==> src/rtl/ram_pkg.sv <==
// Shared definitions for the parametrised CPU memory: default geometry,
// controller state encoding and bus decode constants.
package ram_pkg;

  localparam int DEF_DATA_W = 8;
  localparam int DEF_ADDR_W = 8;
  localparam int DEF_DEPTH  = 256;

  // Controller states: CLEAR exists only when the clear sweep is built.
  typedef enum logic {
    CLEAR = 1'b0,
    IDLE  = 1'b1
  } state_t;

  // Meaning of the WR pin while CS is asserted (low).
  localparam logic WR_WRITE = 1'b0;
  localparam logic WR_READ  = 1'b1;

  // Index width needed to address DEPTH words (at least one bit).
  function automatic int idx_width(input int depth);
    return (depth > 1) ? $clog2(depth) : 1;
  endfunction

endpackage

==> src/rtl/ram_core.sv <==
// Bare storage array: one synchronous write port and one registered read
// port. The read register is cleared by reset so DOUT starts at zero.
module ram_core #(
  parameter int DATA_W = 8,
  parameter int DEPTH  = 256,
  parameter int IDX_W  = 8
) (
  input  logic              clk,
  input  logic              rst_n,
  input  logic              we,
  input  logic [IDX_W-1:0]  waddr,
  input  logic [DATA_W-1:0] wdata,
  input  logic              re,
  input  logic [IDX_W-1:0]  raddr,
  output logic [DATA_W-1:0] rdata
);

  logic [DATA_W-1:0] mem [0:DEPTH-1];
  logic [DATA_W-1:0] rdata_reg;

  // Write port: storage itself is never reset.
  always_ff @(posedge clk) begin
    if (we) begin
      mem[waddr] <= wdata;
    end
  end

  // Registered read port; holds its value when no read is requested.
  always_ff @(posedge clk or negedge rst_n) begin
    if (!rst_n) begin
      rdata_reg <= '0;
    end else if (re) begin
      rdata_reg <= mem[raddr];
    end
  end

  assign rdata = rdata_reg;

endmodule

==> src/rtl/param_ram.sv <==
// Parametrised single-port data/program memory for the 8-bit CPU.
// Registered read with DVALID strobe, out-of-range detection on ERR.
// Optional feature macro RAM_CLEAR_EN: after reset, a sweep writes
// CLEAR_VAL to every word while BUSY is high and bus accesses are ignored.
module param_ram
  import ram_pkg::*;
#(
  parameter int              DATA_W    = DEF_DATA_W,
  parameter int              ADDR_W    = DEF_ADDR_W,
  parameter int              DEPTH     = DEF_DEPTH,
  parameter logic [DATA_W-1:0] CLEAR_VAL = '0
) (
  input  logic              clk,
  input  logic              rst_n,
  input  logic              cs,
  input  logic              wr,
  input  logic [ADDR_W-1:0] addr,
  input  logic [DATA_W-1:0] din,
  output logic [DATA_W-1:0] dout,
  output logic              dvalid,
  output logic              err,
  output logic              busy
);

  localparam int                IDX_W     = idx_width(DEPTH);
  localparam logic [ADDR_W:0]   DEPTH_EXT = (ADDR_W+1)'(DEPTH);

  logic             in_range;
  logic             access;
  logic             rd_req;
  logic             wr_req;
  logic             oor;
  logic [IDX_W-1:0] idx;
  logic [IDX_W-1:0] sweep_addr;
  logic             dvalid_reg;
  logic             err_reg;

`ifdef RAM_CLEAR_EN
  localparam logic [IDX_W-1:0] LAST_IDX = IDX_W'(DEPTH - 1);

  state_t           state_reg, state_next;
  logic [IDX_W-1:0] cnt_reg, cnt_next;

  // State and sweep counter; reset restarts the sweep from word 0.
  always_ff @(posedge clk or negedge rst_n) begin
    if (!rst_n) begin
      state_reg <= CLEAR;
      cnt_reg   <= '0;
    end else begin
      state_reg <= state_next;
      cnt_reg   <= cnt_next;
    end
  end

  // Sweep one word per cycle; leave CLEAR after the last word is written.
  always_comb begin
    state_next = state_reg;
    cnt_next   = cnt_reg;
    if (state_reg == CLEAR) begin
      cnt_next = cnt_reg + 1'b1;
      if (cnt_reg == LAST_IDX) begin
        state_next = IDLE;
        cnt_next   = '0;
      end
    end
  end

  assign busy       = (state_reg == CLEAR);
  assign sweep_addr = cnt_reg;
`else
  assign busy       = 1'b0;
  assign sweep_addr = '0;
`endif

  // Full address is range-checked so high addresses never alias low words.
  assign in_range = ({1'b0, addr} < DEPTH_EXT);
  assign idx      = addr[IDX_W-1:0];
  assign access   = !busy && !cs;
  assign rd_req   = access && (wr == WR_READ)  && in_range;
  assign wr_req   = access && (wr == WR_WRITE) && in_range;
  assign oor      = access && !in_range;

  // The sweep owns the write port while busy.
  ram_core #(
    .DATA_W (DATA_W),
    .DEPTH  (DEPTH),
    .IDX_W  (IDX_W)
  ) u_core (
    .clk   (clk),
    .rst_n (rst_n),
    .we    (busy || wr_req),
    .waddr (busy ? sweep_addr : idx),
    .wdata (busy ? CLEAR_VAL : din),
    .re    (rd_req),
    .raddr (idx),
    .rdata (dout)
  );

  // One-cycle strobes aligned with the registered read data.
  always_ff @(posedge clk or negedge rst_n) begin
    if (!rst_n) begin
      dvalid_reg <= 1'b0;
      err_reg    <= 1'b0;
    end else begin
      dvalid_reg <= rd_req;
      err_reg    <= oor;
    end
  end

  assign dvalid = dvalid_reg;
  assign err    = err_reg;

endmodule
==> config.mk <==
export PLATFORM = sky130hd
export DESIGN_NAME = param_ram
export DESIGN_NICKNAME = d
export VERILOG_FILES = /design/src/rtl/ram_pkg.sv /design/src/rtl/ram_core.sv /design/src/rtl/param_ram.sv
export SDC_FILE = /design/constraint.sdc
export NUM_CORES = 2
export LEC_CHECK = 0
export ABC_CLOCK_PERIOD_IN_PS = 2200
export CELL_PAD_IN_SITES_DETAIL_PLACEMENT = 1
export CELL_PAD_IN_SITES_GLOBAL_PLACEMENT = 2
export CORE_MARGIN = 2
export CORE_UTILIZATION = 30
export DETAILED_ROUTE_END_ITERATION = 8
export MAX_ROUTING_LAYER = met4
export PLACE_DENSITY_LB_ADDON = 0.1
export SLEW_MARGIN = 40
export SYNTH_ARGS = -nofsm -noshare
export SYNTH_HDL_FRONTEND = slang
export SYNTH_HIERARCHICAL = 1
export SYNTH_SLANG_ARGS = --single-unit
==> constraint.sdc <==
create_clock -name clk -period 2.2 [get_ports clk]
set_input_delay 0.44 -clock clk [delete_from_list [all_inputs] [get_ports clk]]
set_output_delay 0.44 -clock clk [all_outputs]
set_load 0.01 [all_outputs]
# [After elaboration in Yosys (flattened, before gate mapping)]
# Memories as Yosys holds them, arrays and structs flattened. A register that Yosys moved wholly into a read port is not among the register bits.
# Cells that the tools add are included.
# W data, S select, Z words.
[op_classes] mux=2 n_bitwise=1 reduce_logical=4
[op_table] cell="$logic_and A1 B1 Y1" n=2
[op_table] cell="$logic_not A1 Y1" n=2
[op_table] cell="$mux W1" n=2
[op_table] cell="$not A1 Y1" n=1
[word_totals] register_bits=1 ramBits=2048 input_bits=20 output_inout_bits=11 word_cells=9 mem_count=1
[memory_table] memory="u_core.mem" words=256 width=8 rd=1 rd_clocked_by_memory_dff=1 wr=1 line_no="ram_core.sv:18" source="logic [DATA_W-1:0] mem [0:DEPTH-1];"

# [Logic depth before layout (Yosys ltp)]
[depth] ltp_word=4 ltp_mapped=13 depth_no_buf=8

# [Cells and area by module]
# The synthesis kept the hierarchy.
[modules_own_cells] mod="ram_core" instances=1 cells_each=3816 area_per_inst_um2=79961.7 seq_area_each_um2=61699.2
[modules_own_cells] mod="param_ram" instances=1 cells_each=6 area_per_inst_um2=61.3 seq_area_each_um2=25.0

# [Worst setup path before layout]
# Ideal clock, no wire load.
[synth_timing] path_type="in2reg" startpoint="in addr[0]" endpoint="reg u_core.rdata_reg[5], in the netlist u_core/rdata[5], read port of u_core.mem" setup_time_ps=126 t_arrival_ps=2349 t_required_ps=2074 path_slack_ps=-275 path_stages=11 path_buffers=6 cell_sequence="buf_6 buf_12 buf_8 buf_6 buf_6 buf_6 mux2i_1 o22ai_1 a2111oi_0 nor3_1 a221o_1"
[synth_rtl] item="start, declared" line_no="param_ram.sv:17" source="input logic [ADDR_W-1:0] addr,"
[synth_rtl] item="end, declared" line_no="ram_core.sv:19" source="logic [DATA_W-1:0] rdata_reg;"

==> impl_results.md <==
* Crit start category: flip-flop
* Count leader, synth: edfxtp_1
* CTS buffer count at 236
* Max Freq at 400 MHz
* Status: complete, but fails checks
* Register area share after synthesis at 0.771
* PortBufs at 28
* Clock transition at path regs at 0.06 ns
* Gr ovfl total at 0
* Post-synth EDFFs at 2,048
* CTS HTree Levels at 4
* Tot GR Track Use at 0.213
* Synth Flop Type: edfxtp_1
* Ranking of synthesized cells by area: edfxtp_1, mux4_2, mux2i_1, nor2_1, buf_6
* Final Setup Violations at 7
* Cell variety after synth at 66
* Clock Latency Late Sink at 0.90 ns
* FILL cells at 25,600
* Fin worst setup slack at -0.300 ns
* Vert. Die Dim at 520 microns
* Nets at 4,847
* WP data required at 2.94 ns
* CP Capture Type: flip-flop
* Cell count after synthesis at 3,822
* Pwr/cell area at 859 nW/um^2
* Internal power at 68,300 uW
* Commonest cells in the netlist: edfxtp_1, mux4_2, nor2_1
* Antenna Nets Post-Route at 0
* Bufs on Longest Clock Path at 4
* Failing checks: negative setup slack
* Drc violations at 0
* Initial Util at 0.302
* Via count at 43,000
* Io pins at 31
* Vias/cell at 5.03
* Clock sink count at 2,057
* DRT Pass-1 Iters at 5
* Post-layout min period at 2.50 ns
* Post-Syn Area at 80,000 sq um
* NetSw at 19,600 uW
* Fin. Hold Viols at 0
* Flop and latch count out of synthesis at 2,057
* Comb power frac at 0.064
* Max reg flops at 2,048
* Routed WL per cell at 32.9 microns
* Vias in the first global route at 45,600
* Hold Path Class: input pin to flip-flop
* Gpl congestion at 0.813
* Sw Share at 0.223
* Initial DRC count at 3,934
* RSZ-0062 raised after global routing: yes
* Pins Over Slew Limit at 0
* WL final at 281,000 microns
* P_leak at 0.0333 uW
* Core area at 265,000 sq um
* DP Area at 94,000 sq um
* Slew @ Worst Pin at 0.813 ns
* CP max FO at 1
* Sequential share of power at 0.492
* Worst slew margin at 0.457
* Critical path type: flip-flop to flip-flop
* Die width at 520 microns
* Initial antenna violation count at 12
* Max Cap Viol at 0
* Power share of the clock group at 0.444
* Ys async rst share at 0.00438
* Area grow syn2layout at 27.9%
* Synth top area share at 0.769
* Final setup TNS at -1.24 ns
* Core Rows at 189
* Fraction of final layout cells sized beyond drive strength 1 at 0.405
* Worst path arrival time at 3.24 ns
* Total power draw at 87,900 uW
* HPWL after DPL at 197,000 microns
* Final Hold Slack at 0.272 ns
* First-pass GRT wire length at 390,000 microns
* Worst vdd ir at 598 uV
* Tcrit/Tclk final at 1.14
* Final Instance Area at 102,000 sq um
* Largest net degree at the start of global routing at 89
* Root Buffer: clkbuf_16
* Syn_area_per_cell at 20.9 sq um
* Die area at 271,000 sq um
* Area leader, netlist: edfxtp_1
* Synth Warn # at 6
* CTS tree: built
* Clk_skew at 0.0677 ns
* Worst slack, placed at -2.05 ns
layer usage:
layer,wire length [microns],vias up,GRT usage
li1,-,18000,-
met5,0,-,-
met1,129000,23700,0.296
met2,135000,910,0.339
met4,6120,0,0.0434
met3,10700,295,0.0252
power groups by stage:
| stage | Combinational, uW | Clock (uW) | Sequential [uW] |
|---|---|---|---|
| 2_1_floorplan | 2130 | 0 | 44000 |
| 3_3_place_gp | 5540 | 0 | 44100 |
| 3_5_place_dp | 5590 | 0 | 44100 |
| 6_report | 5650 | 39000 | 43300 |
| 4_1_cts | 5730 | 40100 | 43300 |
| 5_1_grt | 5930 | 41400 | 43200 |
final timing paths:
path                            depth (start not counted)          startpoint               to  slack, ns
worst max-delay path                                    9  u_core/mem[115][5]  u_core/rdata[5]      -0.30
worst min-delay path                                    5             addr[2]  u_core/rdata[2]       0.27
worst max register to register                          9  u_core/mem[115][5]  u_core/rdata[5]      -0.30
worst min register to register                          2     u_core/rdata[6]  u_core/rdata[6]       0.60
max in group asynchronous                               3               rst_n  u_core/rdata[3]       1.53
min in group asynchronous                               3               rst_n  u_core/rdata[7]       0.43
cells in the final DEF (no fill, tap or decap), types with 8 or more instances in the layout:
cell type      count
nor2b_1           10
buf_12           232
clkbuf_16        238
a211oi_2           9
buf_4            714
mux2i_1          167
clkinv_2          37
dlygate4sd3_1      9
clkinv_1          60
a211oi_1          15
clkbuf_1          33
a22o_1            12
o22ai_1           70
nand4_1           21
nor3_2             8
mux4_2           443
nor2_4            11
nand2_1           78
nand3_1           38
o211ai_1           8
buf_8             10
o221ai_1          27
mux2_2            12
nor2_2           144
buf_6             17
o21ai_0           17
nand3_2           12
a31oi_1           12
nor3_1            30
a21oi_1           31
nor2_1           143
edfxtp_1        2048
bufinv_16         28
and2_1            10
a22oi_1           52
timing repair:
| item | in CTS | in global routing |
|---|---|---|
| endpoints found under the hold margin | 162 | 0 |
| setup endpoints to repair | 31 | 9 |
| pin swaps | 29 | 22 |
| hold buffers | 9 | 0 |
| gates cloned | 0 | 0 |
| resized for setup | 117 | 36 |
| setup buffers | 5 | 0 |
metrics by stage:
stage                util  std cells
floorplan               -       3823
global placement    0.354       8113
detailed placement  0.354       8117
CTS                 0.385       8542
global route        0.386       8540
finish              0.386       8542
area by class of cell:
cell class              instances  area (sq um)  share of cell area
multi-input cells            1522         17900               0.175
clock buffers                 271          6080              0.0594
inverters                       7          28.8            0.000281
well taps                    3533          4420              0.0432
diodes                          3          7.51           0.0000734
flip-flops and latches       2057         61700               0.603
repair buffers               1003         10700               0.105
clock inverters               146          1490              0.0145
kinds of logic (layout without fill, tap and decap cells):
family	after synthesis	in the layout	synth area share
flops	2057	2057	0.771
mux	630	630	0.149
simple gates	549	549	0.0301
compound gates	341	341	0.0303
buf+inv	244	1427	0.0195
other cells	1	5	0.0000469
worst max-delay path, stage by stage, from the launching register on:
cell,delay (ns)
edfxtp_1,0.35
mux4_2,0.55
a22o_1,0.24
a221oi_2,0.27
buf_4,0.20
o22ai_4,0.07
nor3_2,0.16
buf_4,0.16
a2111oi_4,0.06
a221o_1,0.29
(Power assumes the default switching activity.)
